===== src/rtl/apb_pkg.sv =====
// Shared types for the APB arbiter: FSM state encoding and watchdog counter width.
package apb_pkg;

  typedef enum logic [1:0] {
    ST_IDLE   = 2'd0,
    ST_SETUP  = 2'd1,
    ST_ACCESS = 2'd2
  } apb_arb_state_t;

  // Wide enough for any TIMEOUT up to 255 ACCESS cycles.
  localparam int WDOG_W = 8;

endpackage : apb_pkg


===== src/rtl/rr_arbiter.sv =====
// Combinational round-robin pick: first requester at or after (last_grant+1) mod N wins.
module rr_arbiter #(
  parameter int N_MASTERS = 2,
  parameter int IDX_W     = $clog2(N_MASTERS)
) (
  input  logic [N_MASTERS-1:0] req_i,
  input  logic [IDX_W-1:0]     last_grant_i,
  output logic [IDX_W-1:0]     grant_o,
  output logic                 valid_o
);

  logic [IDX_W-1:0] idx;

  always_comb begin
    // NOTE: every signal written here gets a default first so no latch is inferred.
    grant_o = '0;
    valid_o = 1'b0;
    idx     = '0;
    for (int off = 1; off <= N_MASTERS; off++) begin
      idx = IDX_W'((int'(last_grant_i) + off) % N_MASTERS);
      if (!valid_o && req_i[idx]) begin
        valid_o = 1'b1;
        grant_o = idx;
      end
    end
  end

endmodule : rr_arbiter


===== src/rtl/apb_arbiter.sv =====
// N-to-1 APB arbiter: round-robin grant in IDLE, then a SETUP/ACCESS transfer on the
// downstream port with a watchdog that error-completes a slave that never answers.
module apb_arbiter
  import apb_pkg::*;
#(
  parameter int N_MASTERS      = 2,
  parameter int APB_ADDR_WIDTH = 32,
  parameter int APB_DATA_WIDTH = 32,
  parameter int TIMEOUT        = 16
) (
  input  logic                                clk,
  input  logic                                rst,
  input  logic [N_MASTERS-1:0]                m_psel_i,
  input  logic [N_MASTERS-1:0]                m_pwrite_i,
  input  logic [N_MASTERS*APB_ADDR_WIDTH-1:0] m_paddr_i,
  input  logic [N_MASTERS*APB_DATA_WIDTH-1:0] m_pwdata_i,
  output logic [N_MASTERS-1:0]                m_pready_o,
  output logic [APB_DATA_WIDTH-1:0]           m_prdata_o,
  output logic                                m_pslverr_o,
  output logic                                s_psel_o,
  output logic                                s_penable_o,
  output logic                                s_pwrite_o,
  output logic [APB_ADDR_WIDTH-1:0]           s_paddr_o,
  output logic [APB_DATA_WIDTH-1:0]           s_pwdata_o,
  input  logic                                s_pready_i,
  input  logic [APB_DATA_WIDTH-1:0]           s_prdata_i,
  input  logic                                s_pslverr_i
);

  localparam int                IDX_W     = $clog2(N_MASTERS);
  localparam logic [WDOG_W-1:0] WDOG_LAST = WDOG_W'(TIMEOUT - 1);

  apb_arb_state_t              state_q;
  logic [IDX_W-1:0]            grant_q;
  logic [IDX_W-1:0]            last_grant_q;
  logic [WDOG_W-1:0]           wdog_q;
  logic                        s_psel_q;
  logic                        s_penable_q;
  logic                        s_pwrite_q;
  logic [APB_ADDR_WIDTH-1:0]   s_paddr_q;
  logic [APB_DATA_WIDTH-1:0]   s_pwdata_q;
  logic [N_MASTERS-1:0]        m_pready_q;
  logic [APB_DATA_WIDTH-1:0]   m_prdata_q;
  logic                        m_pslverr_q;

  logic [IDX_W-1:0] rr_grant_d;
  logic             rr_valid_d;
  logic             wdog_fire;

  rr_arbiter #(
    .N_MASTERS (N_MASTERS),
    .IDX_W     (IDX_W)
  ) u_rr (
    .req_i        (m_psel_i),
    .last_grant_i (last_grant_q),
    .grant_o      (rr_grant_d),
    .valid_o      (rr_valid_d)
  );

  // Fires on the TIMEOUT-th ACCESS cycle without s_pready_i; TIMEOUT=0 disables it.
  assign wdog_fire = (TIMEOUT != 0) && (wdog_q == WDOG_LAST);

  always_ff @(posedge clk or posedge rst) begin
    if (rst) begin
      state_q      <= ST_IDLE;
      grant_q      <= '0;
      last_grant_q <= IDX_W'(N_MASTERS - 1);
      wdog_q       <= '0;
      s_psel_q     <= 1'b0;
      s_penable_q  <= 1'b0;
      s_pwrite_q   <= 1'b0;
      s_paddr_q    <= '0;
      s_pwdata_q   <= '0;
      m_pready_q   <= '0;
      m_prdata_q   <= '0;
      m_pslverr_q  <= 1'b0;
    end else begin
      // NOTE: non-blocking defaults make the completion outputs one-cycle pulses; a later
      // assignment in the same block overrides them for that edge only.
      m_pready_q  <= '0;
      m_prdata_q  <= '0;
      m_pslverr_q <= 1'b0;
      case (state_q)
        ST_IDLE: begin
          if (rr_valid_d) begin
            grant_q    <= rr_grant_d;
            s_pwrite_q <= m_pwrite_i[rr_grant_d];
            s_paddr_q  <= m_paddr_i[int'(rr_grant_d)*APB_ADDR_WIDTH +: APB_ADDR_WIDTH];
            s_pwdata_q <= m_pwdata_i[int'(rr_grant_d)*APB_DATA_WIDTH +: APB_DATA_WIDTH];
            s_psel_q   <= 1'b1;
            state_q    <= ST_SETUP;
          end
        end
        ST_SETUP: begin
          s_penable_q <= 1'b1;
          wdog_q      <= '0;
          state_q     <= ST_ACCESS;
        end
        ST_ACCESS: begin
          if (s_pready_i || wdog_fire) begin
            // A real slave response wins over a watchdog firing on the same edge.
            m_pready_q[grant_q] <= 1'b1;
            m_prdata_q          <= s_pready_i ? s_prdata_i : '0;
            m_pslverr_q         <= s_pready_i ? s_pslverr_i : 1'b1;
            s_psel_q            <= 1'b0;
            s_penable_q         <= 1'b0;
            last_grant_q        <= grant_q;
            state_q             <= ST_IDLE;
          end else if (TIMEOUT != 0) begin
            wdog_q <= wdog_q + WDOG_W'(1);
          end
        end
        default: state_q <= ST_IDLE;
      endcase
    end
  end

  assign m_pready_o  = m_pready_q;
  assign m_prdata_o  = m_prdata_q;
  assign m_pslverr_o = m_pslverr_q;
  assign s_psel_o    = s_psel_q;
  assign s_penable_o = s_penable_q;
  assign s_pwrite_o  = s_pwrite_q;
  assign s_paddr_o   = s_paddr_q;
  assign s_pwdata_o  = s_pwdata_q;

endmodule : apb_arbiter


===== config.mk =====
export PLATFORM = sky130hd
export DESIGN_NAME = apb_arbiter
export DESIGN_NICKNAME = d
export VERILOG_FILES = /design/src/rtl/apb_pkg.sv /design/src/rtl/rr_arbiter.sv /design/src/rtl/apb_arbiter.sv
export SDC_FILE = /design/constraint.sdc
export NUM_CORES = 1
export LEC_CHECK = 0
export CAP_MARGIN = 20
export CORE_ASPECT_RATIO = 1.5
export CORE_MARGIN = 10
export CORE_UTILIZATION = 42
export DETAILED_ROUTE_END_ITERATION = 7
export PLACE_DENSITY = 0.86
export SYNTH_ARGS = -nofsm -noshare
export SYNTH_HDL_FRONTEND = slang
export SYNTH_SLANG_ARGS = --single-unit
export TNS_END_PERCENT = 10

===== constraint.sdc =====
create_clock -name clk -period 8.4 [get_ports clk]
set_input_delay 0.84 -clock clk [delete_from_list [all_inputs] [get_ports clk]]
set_output_delay 0.84 -clock clk [all_outputs]
set_load 0.02 [all_outputs]

# == After elaboration in Yosys (flattened, before gate mapping) ==
# Index checks and enable logic that the tools add are counted.
# classes
addsub,3
multipliers,0
div,0
magnitude_cmp,5
n_eq_ne,6
shift,2
mux,29
bitwise_logic,0
reduce_logical,13
# op_table
op,n
64-bit by 7-bit indexed part select with 32-bit output,2
32-bit 2-to-1 mux,3
1-bit 2-to-1 mux,16
8-bit one-hot mux with 2 select lines,1
2-bit AND reduction,5
8-bit by 1-bit adder with 8-bit output (second input constant),1
8-bit by 4-bit equality test with 1-bit output (second input constant),1
1-bit by 2-bit < comparator with 1-bit output (second input constant),4
2-bit 2-to-1 mux,4
8-bit 2-to-1 mux,1
2-bit != test (second input constant),3
2-bit one-hot mux with 3 select lines,1
1-bit one-hot mux with 2 select lines,2
2-bit nonzero test,2
3-bit AND reduction,1
1-bit adder (second input constant),2
2-bit by 1-bit equality test with 1-bit output (second input constant),1
2-bit equality test (second input constant),1
1-bit logical AND,2
2-bit zero test,1
1-bit demux with 1-bit select,1
1-bit greater-or-equal comparator (second input constant),1
1-bit zero test,1
1-bit logical OR,1
# totals
regBits,114
latchBits,0
ram_bits,0
mem_bits_ro,0
input_bits,168
word_cells,70
memories,0

# == Logic depth before layout (Yosys ltp) ==
# logic_depth
ltp_word,9
mapped_depth,7
depth_no_buf,5

# == Hierarchy ==
# Synthesis repeated with hierarchy kept, for this count alone.
# unflattened
cells_unflattened,429
area_unflattened_um2,4807.1
# by_module_without_submodules
module,instances,cells_per_inst,area_each_um2,seq_area_each_um2
apb_arbiter,1,427,4793.3,2854.0
rr_arbiter,1,2,13.8,0.0

# == Worst setup path before layout ==
# OpenSTA, ideal clock, no wires.
# synth_path
path_type,input to register
startpoint,input port m_psel_i[1]
endpoint,register s_pwdata_q[2] (netlist: s_pwdata_o[2])
t_arrival_ns,1.654
path_slack_ns,6.624
cell_stages,5
path_buffers,2
cell_sequence,a21boi_2 -> buf_6 -> buf_4 -> mux2i_1 -> a21oi_2
# synth_via
elab_chain_cells,7
word_cells_on_any_way,12
cone_classes,shift (1); mux (8); reduce/logical (3)
# synth_lines
item,line_no,source
from (decl),apb_arbiter.sv:13,"input logic [N_MASTERS-1:0] m_psel_i,"
1-bit 2-to-1 mux (implied by the code) (2 in series),rr_arbiter.sv:21,if (!valid_o && req_i[idx]) begin
1-bit 2-to-1 mux,rr_arbiter.sv:21,
1-bit zero test,rr_arbiter.sv:21,
1-bit logical AND,rr_arbiter.sv:21,
1-bit 2-to-1 mux,rr_arbiter.sv:21,
64-bit by 7-bit indexed part select with 32-bit output / 2-bit AND reduction (equally long branches),n/a,
to (signal assigned),apb_arbiter.sv:89,s_pwdata_q <= m_pwdata_i[int'(rr_grant_d)*APB_DATA_WIDTH +: APB_DATA_WIDTH];
to (decl),apb_arbiter.sv:41,logic [APB_DATA_WIDTH-1:0] s_pwdata_q;
# Parallel ways exist; a longest one is shown, timed or not. The select of a mux whose other input is x is not followed.
# A chain may end at the register's enable or synchronous reset.

# == Final worst setup path ==
# layout_path
startpoint,input port m_psel_i[0]
endpoint,register s_pwdata_q[28] (netlist: s_pwdata_o[28])
# The elaborated chain is that of the path after synthesis.

==> impl_metrics.toml <==
[power]
seqPwrFrac = 0.320
share_comb_of_total_power = 0.430
final_total_power_w = 0.00267
power.net_switching_w = 0.000976
powerDensity_nw_per_um2 = 326
clkPwrFrac = 0.251
cellLeakagePower_nw = 3.50
internal_power_w = 0.00170
worst_ir_drop_vdd_mv = 0.191
swShare = 0.365

[floorplan]
num_rows = 48
floorplan.die.width_um = 108
design.die.area_um2 = 16400
top_level_ports = 270
initial_core_util = 0.427
die_y_um = 152
core_area_um2 = 11400

[global_route]
grt_pass1_wl_um = 25300
gr-usage-all-layers = 0.199
pin_count_of_the_biggest_net_entering_global_routing = 93
first_global_vias = 4536
grt_antenna_before_repair = 0
globalRoute.totalOverflow = 0

[detailed_routing]
drt_pre_antenna_iters = 4
drt-wirelength-per-cell_um = 19.1
route.detailed.vias_per_inst = 4.90
remaining_drc_errors = 0
routed_wl_um = 16300
final_antenna_net_count = 0
detail_route.iter0.violations = 124
vias = 4177

[finish]
syn2layout_area_growth_pct = 68.0
post_route_cells_drive_above_1_share = 0.0782
numnets_final = 859
diodes = 0
fillerInstances = 804

[yosys]
synth-seq-cells = 114
ys.flop_type = "dfrtp_1"
post_synth_instance_area_um2 = 4880
synth_cells = 423
register_area_share_after_synthesis = 0.585
post_synth_num_cell_types = 35
synth_edf_count = 0
synth.yosys.warnings = 0
synth.net_count = 592
synthesis.area_per_instance_um2 = 11.5
synth-async-reset-ratio = 1.00

[sta]
finalWorstPathRequiredPeriod_ns = 2.63
clock.fmax_mhz = 380
timing.final.hold_violations = 0
fin_crit_sh = 0.313
tightest_slew_ns = 0.850
finalSetupViolCount = 0
final_max_slew_viol_count = 0
fin_worst_skew_ns = 0.00668
slew_headroom = 0.433
hold-worst-slack_ns = 0.479
grt_setup_unrepaired = "no"
timing.setup.tns_ns = 0

[cts]
clk_latency_ns = 0.40
post-cts-setup-buffers = 0
tritoncts_num_sinks = 114
cts_root_buffer = "clkbuf_16"
cts.htree.levels = 4
cts_made_buffers = 17
cts_buffer_depth = 2
clk_transition_reported_paths_ns = 0.05
clock_tree_from_tritoncts = "yes"
ctsResizeCount = 0
number_of_hold_buffers_added_after_cts = 0

[critical_path]
worstPathMaxFanout = 92
worst-setup-path-type = "in2reg"
crit_path_end_kind = "flop"
setup.worst_path.start_class = "input port"
cp.arrival_ns = 2.94
ff2ff_path_depth = 5
critPathRequiredTime_ns = 8.71

[placed_design]
place.detailed.hpwl_um = 12700
place.gp.congestion = 0.857
numPortBuffers = 269

[hold_path]
class_of_the_tightest_hold_or_removal_check = "reg2reg"
hold_depth = 1

[run]
maximum_capacitance_violations = 0

[run_status]
run_status = "complete, no violations"
[power by group through the flow]
stage | logic [W] | registers (W) | clock network [W]
5_1_grt | 0.00124 | 0.000878 | 0.000712
3_3_place_gp | 0.00112 | 0.000849 | 0
4_1_cts | 0.00116 | 0.000856 | 0.000685
2_1_floorplan | 0.000419 | 0.00107 | 0
3_5_place_dp | 0.00116 | 0.000864 | 0
6_report | 0.00115 | 0.000855 | 0.000670
[worst paths after layout]
kind | startpoint | to | slack [ns]
max | m_psel_i[0] | s_pwdata_o[28] | 5.77
min reg2reg | grant_q | m_pready_o[0] | 0.48
min | grant_q | m_pready_o[0] | 0.48
min in group asynchronous | rst | s_paddr_o[9] | 0.88
max in group asynchronous | rst | s_paddr_o[12] | 6.22
max reg2reg | state_q[1] | s_pwdata_o[28] | 6.07
[registers in the layout, indices dropped and copies added, names as in the netlist]
signal	count
grant_q	1
last_grant_q	1
m_prdata_o	32
m_pready_o	2
m_pslverr_o	1
s_paddr_o	32
s_penable_o	1
s_psel_o	1
s_pwdata_o	32
s_pwrite_o	1
state_q	2
wdog_q	8
[cell type report]
| class | instances | area [um^2] | share of cell area |
|---|---|---|---|
| Clock buffer | 20 | 457 | 0.0558 |
| Clock inverter | 12 | 109 | 0.0133 |
| Inverter | 5 | 21.3 | 0.00260 |
| Multi-Input combinational cell | 278 | 1810 | 0.221 |
| Sequential cell | 114 | 2850 | 0.348 |
| Tap cell | 150 | 188 | 0.0229 |
| Timing Repair Buffer | 274 | 2750 | 0.336 |
[through the flow]
step	cells	util	cell area [um^2]	setup WS, ns
6_report	853	0.718	8190	5.77
5_1_grt	853	0.718	8190	5.57
4_1_cts	852	0.715	8160	5.78
3_5_place_dp	820	0.666	7600	5.35
3_3_place_gp	820	0.666	7600	5.44
2_1_floorplan	423	-	4880	4.55
[cells in the mapped netlist, drive strengths merged (2+ instances only)]
cell type,instances,share of area
o21a,2,0.0031
mux2i,66,0.14
xor2,2,0.0036
nand3,6,0.0062
nor3,2,0.0021
nor2,74,0.059
inv,5,0.0038
and2,33,0.042
o31ai,2,0.0051
and3,2,0.0031
clkbuf,3,0.0023
buf,23,0.040
o21ai,3,0.0031
a21oi,67,0.071
o211ai,2,0.0051
nand2,5,0.0038
dfrtp,113,0.58
[layer usage]
metal,vias up,global-route usage,routed length (um)
met1,1982,0.201,5710
met2,197,0.349,8740
met5,-,0,0
met4,0,0.0766,376
li1,1975,-,-
met3,23,0.0809,1500
[cells by family after synthesis]
family / Yosys count / share of synthesized area
simple gates: 129 / 0.132
flops: 114 / 0.585
compound gates: 79 / 0.0929
mux: 67 / 0.138
buf+inv: 31 / 0.0459
xor+xnor: 2 / 0.00359
fa+ha+maj: 1 / 0.00257
[worst max-delay path: stages]
cell             delay [ns]
clkdlybuf4s50_1        0.55
o21a_4                 0.45
buf_4                  0.76
nor2_1                 0.12
a21oi_1                0.18
[cells in the final DEF, fill, tap and decap left out, types with 2 or more instances in the layout]
cell type          n
clkbuf_16         17
o211ai_2           2
inv_1              4
nand3_1            6
xor2_1             2
clkinv_4           2
and3_2             2
buf_4              4
nor2_1            71
clkinvlp_4         5
nand2_1            5
nor3_1             2
a21oi_1           64
a21oi_2            3
o31ai_2            2
clkinv_2           3
nor2_2             3
mux2i_1           66
o21ai_0            2
dfrtp_1          113
and2_1            33
clkdlybuf4s50_1  269
clkbuf_8           2
No activity file was read; power rests on OpenSTA's default activity.
